**config.mk**
```make
export PLATFORM = sky130hd
export DESIGN_NAME = led_cmd_decoder
export DESIGN_NICKNAME = d
export VERILOG_FILES = /design/src/rtl/led_cmd_pkg.sv /design/src/rtl/led_sweep_gen.sv /design/src/rtl/led_cmd_decoder.sv
export SDC_FILE = /design/constraint.sdc
export NUM_CORES = 1
export LEC_CHECK = 0
export BUFFER_PORTS_ARGS = -buffer_cell sky130_fd_sc_hd__buf_2
export CORE_MARGIN = 4
export CORE_UTILIZATION = 40
export CTS_CLUSTER_SIZE = 8
export DETAILED_ROUTE_END_ITERATION = 12
export SETUP_SLACK_MARGIN = 0.02
export SLEW_MARGIN = 40
export SYNTH_ARGS = -nofsm -noshare
export SYNTH_HDL_FRONTEND = slang
export SYNTH_SLANG_ARGS = --single-unit
```
**constraint.sdc**
```tcl
create_clock -name i_clk -period 2.21 [get_ports i_clk]
set_clock_uncertainty 0.05 [all_clocks]
set_input_delay 0.3315 -clock i_clk [delete_from_list [all_inputs] [get_ports i_clk]]
set_output_delay 0.3315 -clock i_clk [all_outputs]
set_load 0.03 [all_outputs]
```
**src/rtl/led_cmd_pkg.sv**
```systemverilog
// Shared constants, error codes and decoder states for the LED command decoder.
// LED_CMD_CHECKSUM_EN adds the trailing CHK byte and its GET_CHK state.
package led_cmd_pkg;

    localparam logic [7:0] SYNC_BYTE = 8'hA5;
    localparam logic [7:0] CMD_WRITE = 8'h01;
    localparam logic [7:0] CMD_FILL  = 8'h02;
    localparam logic [7:0] CMD_CLEAR = 8'h03;

    typedef enum logic [2:0] {
        ErrNone    = 3'd0,
        ErrBadChk  = 3'd1,
        ErrBadCmd  = 3'd2,
        ErrBadIdx  = 3'd3,
        ErrTimeout = 3'd4,
        ErrOverrun = 3'd5
    } err_code_e;

    typedef enum logic [3:0] {
        StIdle,
        StGetCmd,
        StGetIdx,
        StGetR,
        StGetG,
        StGetB,
`ifdef LED_CMD_CHECKSUM_EN
        StGetChk,
`endif
        StSweep
    } state_e;

endpackage

```
**src/rtl/led_sweep_gen.sv**
```systemverilog
// Address sweep 0..NUM_LEDS-1 for FILL/CLEAR; busy rises the cycle after start,
// done marks the last address.
module led_sweep_gen
    import led_cmd_pkg::*;
#(
    parameter int unsigned NUM_LEDS = 16,
    parameter int unsigned IDX_W    = $clog2(NUM_LEDS)
) (
    input  logic             i_clk,
    input  logic             i_rst_n,
    input  logic             start,
    output logic             busy,
    output logic             done,
    output logic [IDX_W-1:0] addr
);

    localparam logic [IDX_W-1:0] LAST = IDX_W'(NUM_LEDS - 1);

    always_ff @(posedge i_clk) begin
        if (!i_rst_n) begin
            busy <= 1'b0;
            addr <= '0;
        end else if (start) begin
            busy <= 1'b1;
            addr <= '0;
        end else if (busy) begin
            if (addr == LAST) begin
                busy <= 1'b0;
            end else begin
                addr <= addr + IDX_W'(1);
            end
        end
    end

    assign done = busy && (addr == LAST);

endmodule

```
**src/rtl/led_cmd_decoder.sv**
```systemverilog
// Frames SYNC/CMD/IDX/R/G/B[/CHK] byte commands into LED buffer writes and error reports.
// Define LED_CMD_CHECKSUM_EN for the 7-byte frame with checksum verification.
module led_cmd_decoder
    import led_cmd_pkg::*;
#(
    parameter int unsigned NUM_LEDS    = 16,
    parameter int unsigned IDX_W       = $clog2(NUM_LEDS),
    parameter logic [23:0] TIMEOUT_CYC = 24'd1_000_000
) (
    input  logic             i_clk,
    input  logic             i_rst_n,
    input  logic [7:0]       i_rx_data,
    input  logic             i_rx_valid,
    output logic             o_wr_en,
    output logic [IDX_W-1:0] o_wr_addr,
    output logic [23:0]      o_wr_rgb,
    output logic             o_busy,
    output logic             o_frame_ok,
    output logic             o_err,
    output logic [2:0]       o_err_code,
    output logic [7:0]       o_err_cnt
);

`ifdef LED_CMD_CHECKSUM_EN
    localparam state_e LAST_ST = StGetChk;
    logic [7:0] blu;
`else
    localparam state_e LAST_ST = StGetB;
`endif

    state_e           state;
    logic [7:0]       cmd, idx, red, grn;
    logic [23:0]      idle_cnt;
    logic             wr_pulse;
    logic [IDX_W-1:0] wr_addr;
    logic [23:0]      wr_rgb;
    logic             frame_ok, err;
    err_code_e        err_code;
    logic [7:0]       err_cnt;

    logic             sweep_start, sweep_busy, sweep_done;
    logic [IDX_W-1:0] sweep_addr;

    logic             in_get, fin, chk_bad, cmd_bad, idx_bad, err_set, accept;
    logic [7:0]       fin_b;
    err_code_e        err_nxt;

    always_comb begin
        in_get = (state != StIdle) && (state != StSweep);
        fin    = i_rx_valid && (state == LAST_ST);
`ifdef LED_CMD_CHECKSUM_EN
        fin_b   = blu;
        chk_bad = (cmd ^ idx ^ red ^ grn ^ blu) != i_rx_data;
`else
        fin_b   = i_rx_data;
        chk_bad = 1'b0;
`endif
        cmd_bad = !(cmd inside {CMD_WRITE, CMD_FILL, CMD_CLEAR});
        idx_bad = (cmd == CMD_WRITE) && ({24'd0, idx} >= NUM_LEDS);

        err_nxt = ErrNone;
        if (in_get && !i_rx_valid && (idle_cnt == TIMEOUT_CYC - 24'd1)) begin
            err_nxt = ErrTimeout;
        end else if (i_rx_valid && (state == StSweep)) begin
            err_nxt = ErrOverrun;
        end else if (fin) begin
            if (chk_bad)      err_nxt = ErrBadChk;
            else if (cmd_bad) err_nxt = ErrBadCmd;
            else if (idx_bad) err_nxt = ErrBadIdx;
        end
        err_set     = (err_nxt != ErrNone);
        accept      = fin && !err_set;
        sweep_start = accept && (cmd != CMD_WRITE);
    end

    always_ff @(posedge i_clk) begin
        if (!i_rst_n) begin
            state    <= StIdle;
            cmd      <= '0;
            idx      <= '0;
            red      <= '0;
            grn      <= '0;
`ifdef LED_CMD_CHECKSUM_EN
            blu      <= '0;
`endif
            idle_cnt <= '0;
            wr_pulse <= 1'b0;
            wr_addr  <= '0;
            wr_rgb   <= '0;
            frame_ok <= 1'b0;
            err      <= 1'b0;
            err_code <= ErrNone;
            err_cnt  <= '0;
        end else begin
            wr_pulse <= 1'b0;
            frame_ok <= accept;
            err      <= err_set;
            if (err_set) begin
                err_code <= err_nxt;
                if (err_cnt != 8'hFF) err_cnt <= err_cnt + 8'd1;
            end

            // Timeout counter only runs while a frame is partially received.
            if (in_get && !i_rx_valid && (err_nxt != ErrTimeout)) idle_cnt <= idle_cnt + 24'd1;
            else idle_cnt <= '0;

            if (sweep_busy) wr_addr <= sweep_addr;

            if (err_nxt == ErrTimeout) begin
                state <= StIdle;
            end else if (i_rx_valid) begin
                case (state)
                    StIdle:   if (i_rx_data == SYNC_BYTE) state <= StGetCmd;
                    StGetCmd: begin cmd <= i_rx_data; state <= StGetIdx; end
                    StGetIdx: begin idx <= i_rx_data; state <= StGetR;   end
                    StGetR:   begin red <= i_rx_data; state <= StGetG;   end
                    StGetG:   begin grn <= i_rx_data; state <= StGetB;   end
`ifdef LED_CMD_CHECKSUM_EN
                    StGetB:   begin blu <= i_rx_data; state <= StGetChk; end
                    StGetChk: state <= sweep_start ? StSweep : StIdle;
`else
                    StGetB:   state <= sweep_start ? StSweep : StIdle;
`endif
                    StSweep:  ;
                    default:  state <= StIdle;
                endcase
            end

            if ((state == StSweep) && sweep_done) state <= StIdle;

            if (accept) begin
                if (cmd == CMD_WRITE) begin
                    wr_pulse <= 1'b1;
                    wr_addr  <= idx[IDX_W-1:0];
                    wr_rgb   <= {red, grn, fin_b};
                end else begin
                    wr_rgb <= (cmd == CMD_FILL) ? {red, grn, fin_b} : 24'd0;
                end
            end
        end
    end

    led_sweep_gen #(
        .NUM_LEDS (NUM_LEDS),
        .IDX_W    (IDX_W)
    ) u_sweep (
        .i_clk   (i_clk),
        .i_rst_n (i_rst_n),
        .start   (sweep_start),
        .busy    (sweep_busy),
        .done    (sweep_done),
        .addr    (sweep_addr)
    );

    assign o_wr_en    = wr_pulse | sweep_busy;
    assign o_wr_addr  = sweep_busy ? sweep_addr : wr_addr;
    assign o_wr_rgb   = wr_rgb;
    assign o_busy     = sweep_busy;
    assign o_frame_ok = frame_ok;
    assign o_err      = err;
    assign o_err_code = err_code;
    assign o_err_cnt  = err_cnt;

endmodule

```
# == After elaboration in Yosys (flattened, before gate mapping) ==
# Cells that the tools add are included.
# totals
inputBits,11
elab_cells,87
out_inout_bits,43
reg_bits,107
# op_classes
add_sub_neg,3
n_reduce_logical,28
n_bitwise,5
muxes,17
n_eq_ne,18
n_lt_le_gt_ge,1
# ops
operator,count
two-way mux 24 bit,2
one-hot mux 4 bit (7 select lines),1
"adder 24 x 1 -> 24 bit, second input constant",1
"== test 24 x 20 -> 1 bit, second input constant",1
"== test 8 x 2 -> 1 bit, second input constant",2
two-way mux 4 bit,4
AND reduction 3 bit,5
"== test 4 x 3 -> 1 bit, second input constant",3
logical AND 1 bit,11
two-way mux 3 bit,3
"adder 8 x 1 -> 8 bit, second input constant",1
"== test 4 x 2 -> 1 bit, second input constant",2
"== test 8 x 1 -> 1 bit, second input constant",1
"== test 8 bit, second input constant",1
"greater-or-equal comparator 8 x 5 -> 1 bit, second input constant",1
"inequality test 8 x 1 -> 1 bit, second input constant",1
"inequality test 8 bit, second input constant",1
AND reduction 2 bit,4
two-way mux 2 bit,3
nonzero test 3 bit,2
"adder 4 x 1 -> 4 bit, second input constant",1
"== test 4 x 1 -> 1 bit, second input constant",1
"== test 4 bit, second input constant",1
zero test 4 bit,1
other kinds (11),18

# == Depth between registers and ports, before layout ==
# logic_depth
word_depth,13
mapped_depth,9
ltp_nobuf,6

# == By module ==
# A second synthesis with hierarchy kept.
# unflattened
hier_cells,479
area_unflattened_um2,4385.5
# modules_own_cells
module,instances,cells_per_inst,seq_area_each_um2,area_each_um2
led_cmd_decoder,1,454,2021.9,4145.2
led_sweep_gen,1,25,100.1,240.2

# == Least setup slack after synthesis ==
# OpenSTA, ideal clock, no wires.
# synth_path
path_type,register -> register
start,register idle_cnt[0]
end,"register err_cnt[6], in the netlist o_err_cnt[6]"
required_ns,2.074
setup_ns,0.086
n_path_buf,2
stages_incl_launch_ff,9
synth_period_minus_slack_ns,1.966
setup_slack_ns,0.244
t_arrival_ns,1.830
cell_sequence,dfxtp_1 ha_1 and4_1 buf_2 o2111ai_1 o21a_1 buf_2 a211o_1 a221oi_2
# synth_between
elab_chain_len,5
# synth_rtl
item,line,source
from (decl),led_cmd_decoder.sv:33,logic [23:0] idle_cnt;
from (signal assigned),led_cmd_decoder.sv:104,if (in_get && !i_rx_valid && (err_nxt != ErrTimeout)) idle_cnt <= idle_cnt + 24'd1;
== test 24 x 20 -> 1 bit,led_cmd_decoder.sv:62,if (in_get && !i_rx_valid && (idle_cnt == TIMEOUT_CYC - 24'd1)) begin
logical AND 1 bit,led_cmd_decoder.sv:62,
two-way mux 3 bit,led_cmd_decoder.sv:62,
nonzero test 3 bit,led_cmd_decoder.sv:71,err_set = (err_nxt != ErrNone);
AND reduction 2 bit (no line),n/a,
to (signal assigned),led_cmd_decoder.sv:100,if (err_cnt != 8'hFF) err_cnt <= err_cnt + 8'd1;
to (decl),led_cmd_decoder.sv:39,logic [7:0] err_cnt;
# Every way passes these cells.
# A chain may end at the register's enable or synchronous reset.

# == Worst setup path after layout ==
# layout_path
start,register cmd[5]
end,register state[1]
# layout_between
elab_chain_len,13
word_cells_on_any_way,19
cone_classes,eq/ne: 5; mux: 7; reduce/logical: 7
# layout_rtl
item,line,source
from (decl),led_cmd_decoder.sv:32,"logic [7:0] cmd, idx, red, grn;"
from (signal assigned),led_cmd_decoder.sv:114,StGetCmd: begin cmd <= i_rx_data; state <= StGetIdx; end
== test 8 x 1 -> 1 bit,"led_cmd_decoder.sv:58, led_cmd_decoder.sv:59",
logical AND 1 bit,led_cmd_decoder.sv:59,"idx_bad = (cmd == CMD_WRITE) && ({24'd0, idx} >= NUM_LEDS);"
two-way mux 2 bit,led_cmd_decoder.sv:69,else if (idx_bad) err_nxt = ErrBadIdx;
two-way mux 2 bit,led_cmd_decoder.sv:68,else if (cmd_bad) err_nxt = ErrBadCmd;
two-way mux 2 bit,led_cmd_decoder.sv:66,end else if (fin) begin
two-way mux 3 bit,led_cmd_decoder.sv:64,end else if (i_rx_valid && (state == StSweep)) begin
two-way mux 3 bit,led_cmd_decoder.sv:62,
nonzero test 3 bit,led_cmd_decoder.sv:71,
zero test 1 bit,led_cmd_decoder.sv:72,accept = fin && !err_set;
logical AND 1 bit,led_cmd_decoder.sv:72,
logical AND 1 bit,led_cmd_decoder.sv:73,sweep_start = accept && (cmd != CMD_WRITE);
two-way mux 3 bit,led_cmd_decoder.sv:122,StGetB: state <= sweep_start ? StSweep : StIdle;
one-hot mux 4 bit (7 select lines),led_cmd_decoder.sv:112,case (state)
to (signal assigned),led_cmd_decoder.sv:113,StIdle: if (i_rx_data == SYNC_BYTE) state <= StGetCmd;
to (signal assigned),led_cmd_decoder.sv:114,
to (signal assigned),led_cmd_decoder.sv:122,
to (decl),led_cmd_decoder.sv:31,state_e state;
# Several ways; a longest one is shown, not always the timed one.

==> metrics.txt <==
# TYPE chip_impl_metric gauge
chip_impl_metric{name="synth.lib_cells_used.distinct",unit=""} 52
chip_impl_metric{name="worst_slew_pin_slew",unit="ps"} 646.2
chip_impl_metric{name="clockBufferDepth",unit=""} 2
chip_impl_metric{name="initial_core_util",unit=""} 0.4170
chip_impl_metric{name="dieHeight",unit="um"} 112.7
chip_impl_metric{name="fin_util",unit=""} 0.4884
chip_impl_metric{name="placedInstanceArea",unit="sq um"} 4847
chip_impl_metric{name="layout_cells_sized_above_1",unit=""} 0.2004
chip_impl_info{name="crit_path_start_kind",value="register"} 1
chip_impl_info{name="worstSetupEndpointType",value="register"} 1
chip_impl_metric{name="syn-instance-count",unit=""} 489
chip_impl_metric{name="yosysSeqAreaShare",unit=""} 0.4843
chip_impl_metric{name="placement.io_buffers",unit=""} 53
chip_impl_metric{name="worst_hold_slack",unit="ps"} 224.7
chip_impl_metric{name="die_width",unit="um"} 112.7
chip_impl_info{name="crit_chain",value="or4_4 > buf_4 > or4_2 > o21ai_0 > o21ai_0 > nor2_1"} 1
chip_impl_info{name="tightest_hold_check_type",value="in -> reg"} 1
chip_impl_info{name="ctsRootBufferMaster",value="clkbuf_8"} 1
chip_impl_metric{name="via_count_of_the_first_global_routing_pass",unit=""} 3351
chip_impl_metric{name="final_antenna_net_count",unit=""} 0
chip_impl_metric{name="critPathMaxFanout",unit=""} 4
chip_impl_metric{name="synth-edff-count",unit=""} 0
chip_impl_metric{name="detailed_placer_s_ending_hpwl",unit="um"} 6854
chip_impl_metric{name="cts_bufs_inserted",unit=""} 9
chip_impl_metric{name="track_usage",unit=""} 0.1577
chip_impl_info{name="synth_ff_type",value="dfxtp_1"} 1
chip_impl_metric{name="detail_route.vias_per_cell",unit=""} 5.162
chip_impl_metric{name="yosys-mux-area-fraction",unit=""} 0.03541
chip_impl_metric{name="reg2regPathDepth",unit=""} 6
chip_impl_metric{name="min_delay_path_depth",unit=""} 3
chip_impl_metric{name="critical_path.max_stage_delay",unit="ps"} 680
chip_impl_info{name="setup.worst_path.class",value="reg -> reg"} 1
chip_impl_metric{name="gp_routability_congestion",unit=""} 0.8010
chip_impl_info{name="cts_tree",value="done"} 1
chip_impl_metric{name="synth_compound_gate_area_share",unit=""} 0.1299
chip_impl_metric{name="combinationalPowerShare",unit=""} 0.022
chip_impl_metric{name="antenna_found_initial",unit=""} 0
chip_impl_metric{name="synth_nets",unit=""} 503
chip_impl_metric{name="final-instance-count-excl-fill",unit=""} 690
chip_impl_metric{name="warnings_from_yosys",unit=""} 0
chip_impl_metric{name="synth_seq_cells",unit=""} 106
chip_impl_metric{name="num_rows",unit=""} 37
chip_impl_metric{name="leakage",unit="uW"} 0.001939
chip_impl_metric{name="final.period_utilization",unit=""} 0.9445
chip_impl_metric{name="post-route-min-period",unit="ps"} 2087
chip_impl_metric{name="p_clk_frac",unit=""} 0.424
chip_impl_metric{name="diodes",unit=""} 0
chip_impl_metric{name="drt-initial-drc-count",unit=""} 213
chip_impl_metric{name="final_hold_violations",unit=""} 0
chip_impl_metric{name="relative_slew_margins",unit=""} 0.5682
chip_impl_metric{name="ctsHtreeMaxLevel",unit=""} 3
chip_impl_info{name="unrepaired_setup_endpoints_after_global_routing",value="no"} 1
chip_impl_metric{name="clock_sink_count",unit=""} 106
chip_impl_metric{name="finalWirelength",unit="um"} 9733
chip_impl_metric{name="grt_overflow_total",unit=""} 0
chip_impl_metric{name="worst_ep_arrival_time",unit="ps"} 2350
chip_impl_metric{name="final-max-slew-violation-count",unit=""} 0
chip_impl_metric{name="core_area",unit="sq um"} 10510
chip_impl_metric{name="clk_latency",unit="ps"} 370
chip_impl_metric{name="power.sequential.fraction",unit=""} 0.554
chip_impl_metric{name="grt_start_max_net_pins",unit=""} 41
chip_impl_metric{name="fin_nets",unit=""} 563
chip_impl_metric{name="synth-xor-area-share",unit=""} 0.04997
chip_impl_metric{name="worst_setup_hold_path_clk_slew",unit="ps"} 100
chip_impl_info{name="worst_path_most_repeated_cell",value="o21ai_0"} 1
chip_impl_metric{name="drc_errors",unit=""} 0
chip_impl_metric{name="top_level_ports",unit=""} 54
chip_impl_metric{name="timing.final.setup_violations",unit=""} 0
chip_impl_metric{name="synthesis.area_per_instance",unit="sq um"} 8.961
chip_impl_metric{name="seq_area",unit="sq um"} 2122
chip_impl_metric{name="multiInputGateArea",unit="sq um"} 2106
chip_impl_metric{name="intPower",unit="uW"} 2724
chip_impl_metric{name="firstDrtPassIters",unit=""} 4
chip_impl_metric{name="power_dens_cells",unit="nW/um^2"} 671.9
chip_impl_metric{name="proportion_of_total_power_due_to_net_switching",unit=""} 0.2100
chip_impl_info{name="synth_top_family_by_area",value="simple AND/OR/NAND/NOR gates"} 1
chip_impl_metric{name="post_synth_instance_area",unit="sq um"} 4382
chip_impl_metric{name="grt_first_pass_wirelength",unit="um"} 16340
chip_impl_info{name="run_status",value="finished, final reports clean"} 1
chip_impl_metric{name="cap_viol_max_count",unit=""} 0
chip_impl_metric{name="area.growth.synth_to_final",unit="%"} 17.13
chip_impl_metric{name="average_wire_length_per_cell_after_detail_routing",unit="um"} 14.11
chip_impl_metric{name="post_synthesis_share_of_cell_area_spent_on_and_or_nand_and_nor_gates",unit=""} 0.2504
chip_impl_metric{name="timing.critical_path.required",unit="ps"} 2480
chip_impl_metric{name="finalInstanceArea",unit="sq um"} 5132
chip_impl_metric{name="fmax",unit="MHz"} 479.1
chip_impl_info{name="crit_path_top_delay_cell",value="or4_2"} 1
chip_impl_metric{name="num_vias",unit=""} 3562
chip_impl_metric{name="p_sw",unit="uW"} 724.2
chip_impl_metric{name="async_reset_ff_frac",unit=""} 0
chip_impl_metric{name="placedCellCount",unit=""} 672
chip_impl_metric{name="power.ir.vdd_worst",unit="uV"} 466.8
chip_impl_metric{name="die-area",unit="sq um"} 12690
chip_impl_metric{name="synth-adder-area-share",unit=""} 0.008567
chip_impl_metric{name="fill_cells",unit=""} 987
logic make-up (layout without fill, tap and decap cells):
| logic type | after synthesis | after routing |
|---|---|---|
| DFF | 106 | 106 |
| xor gates and xnor gates | 25 | 25 |
| adders and majority gates | 3 | 3 |
| muxes | 15 | 15 |
| AOI/OAI and AO/OA | 87 | 87 |
| and+or+nand+nor | 218 | 218 |
| buffers and inverters | 35 | 100 |
routing by layer:
| layer | routed length (um) | GRT usage |
|---|---|---|
| met1 | 4745 | 0.2106 |
| met2 | 4387 | 0.2472 |
| met5 | 0 | 0 |
| met4 | 171 | 0.04647 |
| met3 | 428 | 0.04636 |
worst max-delay path, delay by kind of cell, from the launching register on:
kind	cells	cell delay (ps)
compound gates	2	190
flops	1	330
buf+inv	1	150
simple gates	3	1310
final timing paths:
| check | start | to | slack (ps) |
|---|---|---|---|
| worst max-delay path | cmd[5] | state[1] | 120 |
| worst min-delay path | i_rx_data[7] | red[7] | 220 |
| worst max register to register | cmd[5] | state[1] | 120 |
| worst min register to register | idle_cnt[0] | idle_cnt[0] | 400 |
layout by cell type, fill, tap and decap left out, types with 10 or more instances in the layout:
cell	instances
a21oi_1	46
nor2_1	39
nand2_1	94
dfxtp_1	106
buf_2	53
xor2_1	16
a22o_1	24
mux2i_1	11
clkbuf_8	10
buf_4	22
nand3_1	15
repair_timing:
action / 4_1_cts / 5_1_grt
hold buffers: 0 / 0
endpoints found under the hold margin: 0 / 0
resized for setup: 0 / 3
cloned: 0 / 0
setup buffers: 1 / 1
pin swaps: 1 / 0
endpoints found under the setup margin: 15 / 9
cell usage after synthesis, drive strengths merged, types with 3 or more instances:
library cell	instances	area, sq um
a211oi	3	22.52
a21oi	47	235.2
a22o	24	210.2
and2	5	31.28
and3	4	25.02
and4	7	61.31
buf	11	71.31
clkbuf	16	80.08
dfxtp	106	2122
ha	3	37.54
inv	8	30.03
mux2	4	45.04
mux2i	11	110.1
nand2	95	356.6
nand2b	8	50.05
nand3	16	85.08
nand4	9	56.30
nor2	39	146.4
nor2b	5	31.28
nor3	9	56.31
nor4	3	18.77
nor4b	3	41.29
o21ai	5	28.77
or4	3	31.28
xnor2	9	78.83
xor2	16	140.1
flip-flops by register name (all words and copies together), names as in the netlist:
register      count
cmd               8
grn               8
idle_cnt         24
idx               8
o_err             1
o_err_cnt         8
o_err_code        3
o_frame_ok        1
o_wr_rgb         24
red               8
state             3
u_sweep.addr      4
u_sweep.busy      1
wr_addr           4
wr_pulse          1
cell type report:
type	count	area share
Sequential cell	106	0.4135
Multi-Input combinational cell	348	0.4103
Timing Repair Buffer	76	0.08776
Tap cell	136	0.03315
Clock buffer	10	0.02682
Clock inverter	6	0.02267
Inverter	8	0.005851
power by group through the flow:
| stage | Sequential [uW] | Combinational [uW] | Clock, uW |
|---|---|---|---|
| 6_report | 1910 | 76.6 | 1460 |
| 5_1_grt | 1910 | 83.1 | 1590 |
| 4_1_cts | 1910 | 76.0 | 1520 |
| 3_5_place_dp | 1950 | 76.1 | 0 |
| 3_3_place_gp | 1950 | 74.5 | 0 |
| 2_1_floorplan | 1950 | 35.3 | 0 |
stage by stage:
stage                     total power [uW]  TNS [ps]  setup slack (ps)
after floorplan                       1989         0             244.0
after global placement                2028     -2547            -107.7
after detailed placement              2030    -201.0            -22.42
after CTS                             3502         0             39.58
after global routing                  3583         0             27.09
final                                 3448         0             122.6
(Power assumes the default switching activity.)
